[config.mk]
export PLATFORM = sky130hd
export DESIGN_NAME = instr_fetch
export DESIGN_NICKNAME = d
export VERILOG_FILES = /design/src/rtl/cpu_pkg.sv /design/src/rtl/instr_fetch.sv
export SDC_FILE = /design/constraint.sdc
export NUM_CORES = 1
export LEC_CHECK = 0
export ABC_AREA = 1
export CELL_PAD_IN_SITES_DETAIL_PLACEMENT = 0
export CELL_PAD_IN_SITES_GLOBAL_PLACEMENT = 1
export CORE_ASPECT_RATIO = 1.5
export CORE_UTILIZATION = 24
export DETAILED_ROUTE_END_ITERATION = 7
export PLACE_DENSITY = 0.8
export SYNTH_ARGS = -nofsm -noshare
export SYNTH_HDL_FRONTEND = slang
export SYNTH_SLANG_ARGS = --single-unit
[constraint.sdc]
create_clock -name clk -period 1.3 [get_ports clk]
set_clock_uncertainty 0.15 [all_clocks]
set_input_delay 0.26 -clock clk [delete_from_list [all_inputs] [get_ports clk]]
set_output_delay 0.26 -clock clk [all_outputs]
set_load 0.02 [all_outputs]
[src/rtl/cpu_pkg.sv]
// Shared definitions for the 8-bit CPU: bus widths, fetch FSM states and the
// opcode field layout that fetch and decode agree on.
package cpu_pkg;

   localparam int ADDR_W   = 8;
   localparam int DATA_W   = 8;
   localparam int LONG_BIT = 7;

   typedef enum logic [1:0] {
      FETCH_OP  = 2'd0,
      FETCH_ARG = 2'd1,
      HOLD      = 2'd2
   } fetch_state_t;

   // Opcode layout: [7] long flag, [6:4] operation class, [3:0] register/immediate nibble
   localparam int OPC_CLASS_MSB = 6;
   localparam int OPC_CLASS_LSB = 4;
   localparam int OPC_REG_MSB   = 3;
   localparam int OPC_REG_LSB   = 0;

   function automatic logic opc_is_long(input logic [DATA_W-1:0] opcode);
      return opcode[LONG_BIT];
   endfunction

endpackage

[src/rtl/instr_fetch.sv]
// Fetch stage: pulls 1- or 2-byte instructions from memory at the current PC,
// drives the PC controls and holds the assembled instruction until decode takes it.
module instr_fetch
   import cpu_pkg::*;
#(
   parameter int ADDR_W   = cpu_pkg::ADDR_W,
   parameter int DATA_W   = cpu_pkg::DATA_W,
   parameter int LONG_BIT = cpu_pkg::LONG_BIT
) (
   input  logic              clk,
   input  logic              rst,
   input  logic [ADDR_W-1:0] pc_addr,
   output logic              pc_en,
   output logic              pc_jump,
   output logic [ADDR_W-1:0] pc_target,
   output logic              mem_req,
   output logic [ADDR_W-1:0] mem_addr,
   input  logic              mem_ack,
   input  logic [DATA_W-1:0] mem_rdata,
   input  logic              br_take,
   input  logic [ADDR_W-1:0] br_target,
   output logic              ir_valid,
   input  logic              ir_ready,
   output logic [DATA_W-1:0] ir_opcode,
   output logic [DATA_W-1:0] ir_operand,
   output logic              ir_long
);

   fetch_state_t state;
   fetch_state_t state_nxt;
   logic         acc;

   assign mem_addr  = pc_addr;
   assign pc_target = br_target;
   assign ir_valid  = (state == HOLD);

   always_ff @(posedge clk or negedge rst) begin
      if (!rst) begin
         state      <= FETCH_OP;
         ir_opcode  <= '0;
         ir_operand <= '0;
         ir_long    <= 1'b0;
      end else begin
         state <= state_nxt;
         if (acc && state == FETCH_OP) begin
            ir_opcode  <= mem_rdata;
            ir_long    <= mem_rdata[LONG_BIT];
            ir_operand <= '0;
         end
         if (acc && state == FETCH_ARG) begin
            ir_operand <= mem_rdata;
         end
      end
   end

   // A taken branch overrides everything, including a byte arriving the same cycle.
   always_comb begin
      state_nxt = state;
      mem_req   = 1'b0;
      pc_en     = 1'b0;
      pc_jump   = 1'b0;
      acc       = 1'b0;
      if (rst) begin
         if (br_take) begin
            pc_en     = 1'b1;
            pc_jump   = 1'b1;
            state_nxt = FETCH_OP;
         end else begin
            mem_req = (state != HOLD);
            acc     = mem_req & mem_ack;
            pc_en   = acc;
            case (state)
               FETCH_OP:  if (acc) state_nxt = mem_rdata[LONG_BIT] ? FETCH_ARG : HOLD;
               FETCH_ARG: if (acc) state_nxt = HOLD;
               HOLD:      if (ir_ready) state_nxt = FETCH_OP;
               default:   state_nxt = FETCH_OP;
            endcase
         end
      end
   end

endmodule
==> flow_summary.yaml <==
clock_tree:
  cts-htree-levels: 1
  clock-sinks: 18
  numCtsBuffers: 3
  clock-root-buffer: "clkbuf_8"
  clk_pin_slew_ns: 0.07
  cts_hold_buf: 0
  cts_tree: "done"
  clkLatencyLatePin_ns: 0.26
  clock_path_buffers: 2
timing:
  setup_viol: 5
  fin_ws_ns: -0.159
  rsz0062_at_grt: "yes"
  fmax_mhz: 685
  whs_ns: -0.0744
  slew_violations: 0
  period_needed_ns: 1.46
  period_share: 1.12
  hold_viol: 18
  max-slew-margin-rel: 0.837
  worst_pin_slew_ns: 0.244
status:
  status: "finished with violations"
  violations: "negative hold slack, negative setup slack"
synthesis:
  ys_warn_count: 0
  synth_most_common_cell: "nand2_1"
  ys_seq_area_frac: 0.462
  yosysTopAreaCellShare: 0.462
  ys_seq_elements: 18
  synth_edf_count: 0
  async_flop_share: 1.00
  synthFlopType: "dfrtp_1"
  synth_area_leaders: "dfrtp_1 (46%), nand2_1 (17%), buf_4 (13%)"
  synth_fp_nets: 144
  synthTopCellsByCount: "nand2_1 (43), dfrtp_1 (18), buf_4 (17), nand3_1 (17), nor2_1 (5)"
  synth_top_area_cell: "dfrtp_1"
  ys_types: 14
  syn-cell-area_um2: 976
  synth_area_per_cell_um2: 8.49
  synth_cells: 115
global_routing:
  grt_first_pass_wirelength_mm: 3.47
  antenna_found_initial: 0
  track_usage: 0.111
  grt_overflow: 0
  grt_max_degree: 21
  grt_pass1_vias: 807
critical_path:
  startpoint_type: "flop"
  r2r-start: "state[1]$_DFFE_PN0P_"
  r2r-end: "ir_opcode[6]$_DFFE_PN0P_"
  reg2reg_depth: 7
  cp_max_fo: 4
  end_kind: "output pin"
  required_ns: 0.89
  arrival_ns: 1.05
  cp-startpoint: "state[1]$_DFFE_PN0P_"
  rrSetupSlack_ns: -0.01
  worst-setup-path-type: "reg -> out"
  endpoint: "pc_en"
power_and_ir_drop:
  p_seq_frac: 0.382
  power_leakage_nw: 0.751
  p_int_mw: 1.28
  switchingPower_mw: 0.721
  pwr-share-comb: 0.391
  clockPowerShare: 0.227
  powerDensity_nw_per_um2: 1520
  irDropWorstVdd_v: 0.000581
  swShare: 0.360
route:
  vias: 817
  drt-total-wl_mm: 2.16
  first_iter_violations: 19
  wl_per_cell_um: 11.2
  vias_per_cell: 4.23
  ant_nets: 0
  drt_pre_antenna_iters: 4
  remaining_drc_errors: 0
place:
  dp_cells: 187
  port_buffers: 33
  dpl.hpwl_mm: 1.64
  gp_congestion: 0.770
final_layout:
  multi_input_area_um2: 393
  nets: 178
  finalNonFillerCells: 193
  layout-drive-gt1-share: 0.351
  seqCellArea_um2: 450
  fillers: 431
  diodes: 0
  area_growth_pct: 34.9
floorplanning:
  start_util: 0.249
  fp.dieArea_um2: 4330
  ioPinCount: 66
  fp.dieH_um: 80.1
  die_w_um: 54.1
  fp-row-count: 28
  core_area_um2: 3920
run:
  cap_violations: 0
min_path:
  hold_path_class: "in -> async"
routing by layer:
layer,wire [um],share of wire,vias up,global-route usage
met5,0,0,-,0
met4,42,0.019,0,0.0692
met3,127,0.059,10,0.0227
met2,1190,0.55,16,0.198
met1,794,0.37,381,0.110
li1,-,-,410,-
power groups by stage:
stage	clock [mW]	combinational [mW]	sequential (mW)
after floorplan	0	0.342	0.930
after global placement	0	0.877	0.771
after detailed placement	0	0.883	0.780
after CTS	0.472	0.801	0.766
after global routing	0.504	0.853	0.781
final	0.455	0.783	0.764
critical path: stages (launching register included):
cell and delay, ns:
dfrtp_1 0.39, inv_2 0.08, nor2_4 0.05, o21ai_2 0.14
buf_6 0.14
cells by family after synthesis:
kind of cell           count (synthesis)  share of synthesized area
and+or+nand+nor                       72                      0.365
buffers and inverters                 24                      0.168
DFF                                   18                      0.462
AOI/OAI and AO/OA                      1                    0.00512
cell type report:
| type | count | area share |
|---|---|---|
| sequential | 18 | 0.342 |
| timing repair buffer | 46 | 0.256 |
| inverter | 6 | 0.0190 |
| clock buffer | 4 | 0.0418 |
| tap | 45 | 0.0428 |
| multi-input combinational | 74 | 0.298 |
flip-flops by register name, summed over array words and instances, names as in the netlist:
signal      count
ir_opcode       8
ir_operand      8
state           2
how the worst min path moves through the flow:
stage                             startpoint                   endpoint  slack, ns  cells past startpoint
CTS                                      rst  ir_operand[5]$_DFFE_PN0P_       0.03                      2
detailed placement  ir_opcode[5]$_DFFE_PN0P_   ir_opcode[5]$_DFFE_PN0P_       0.31                      2
global route                             rst  ir_operand[4]$_DFFE_PN0P_      -0.07                      2
global placement    ir_opcode[4]$_DFFE_PN0P_   ir_opcode[4]$_DFFE_PN0P_       0.30                      2
floorplan                                rst   ir_opcode[0]$_DFFE_PN0P_      -0.19                      0
finish                                   rst  ir_operand[4]$_DFFE_PN0P_      -0.07                      2
per-stage QoR:
step                 util  power, mW  cell area (um2)  setup WS [ns]  setup TNS, ns
floorplan               -       1.27              980         0.0127              0
global placement    0.336       1.65             1320         -0.805         -11.98
detailed placement  0.336       1.66             1320         -0.834         -12.40
CTS                 0.339       2.04             1330         -0.165         -0.652
global route        0.335       2.14             1320         -0.219          -1.45
finish              0.335       2.00             1320         -0.159         -0.416
cells in the final DEF (no fill, tap or decap):
cell type        instances
nand2_1                 42
buf_2                   20
dfrtp_1                 18
nand3_1                 17
buf_4                   13
clkdlybuf4s50_1          9
nor2_1                   5
clkbuf_8                 4
nor2_4                   3
inv_1                    3
inv_2                    2
nand2_4                  2
nor2_8                   2
dlygate4sd2_1            2
o21ai_2                  1
nand2_8                  1
inv_4                    1
nand2_2                  1
buf_6                    1
buf_12                   1
timing repair:
action	in CTS	in global routing
pin swaps	4	5
hold endpoints to repair	0	18
setup endpoints to repair	39	23
resized for setup	91	6
cloned	1	0
setup buffers	2	0
Note: power is estimated with default switching activity, not from simulation.
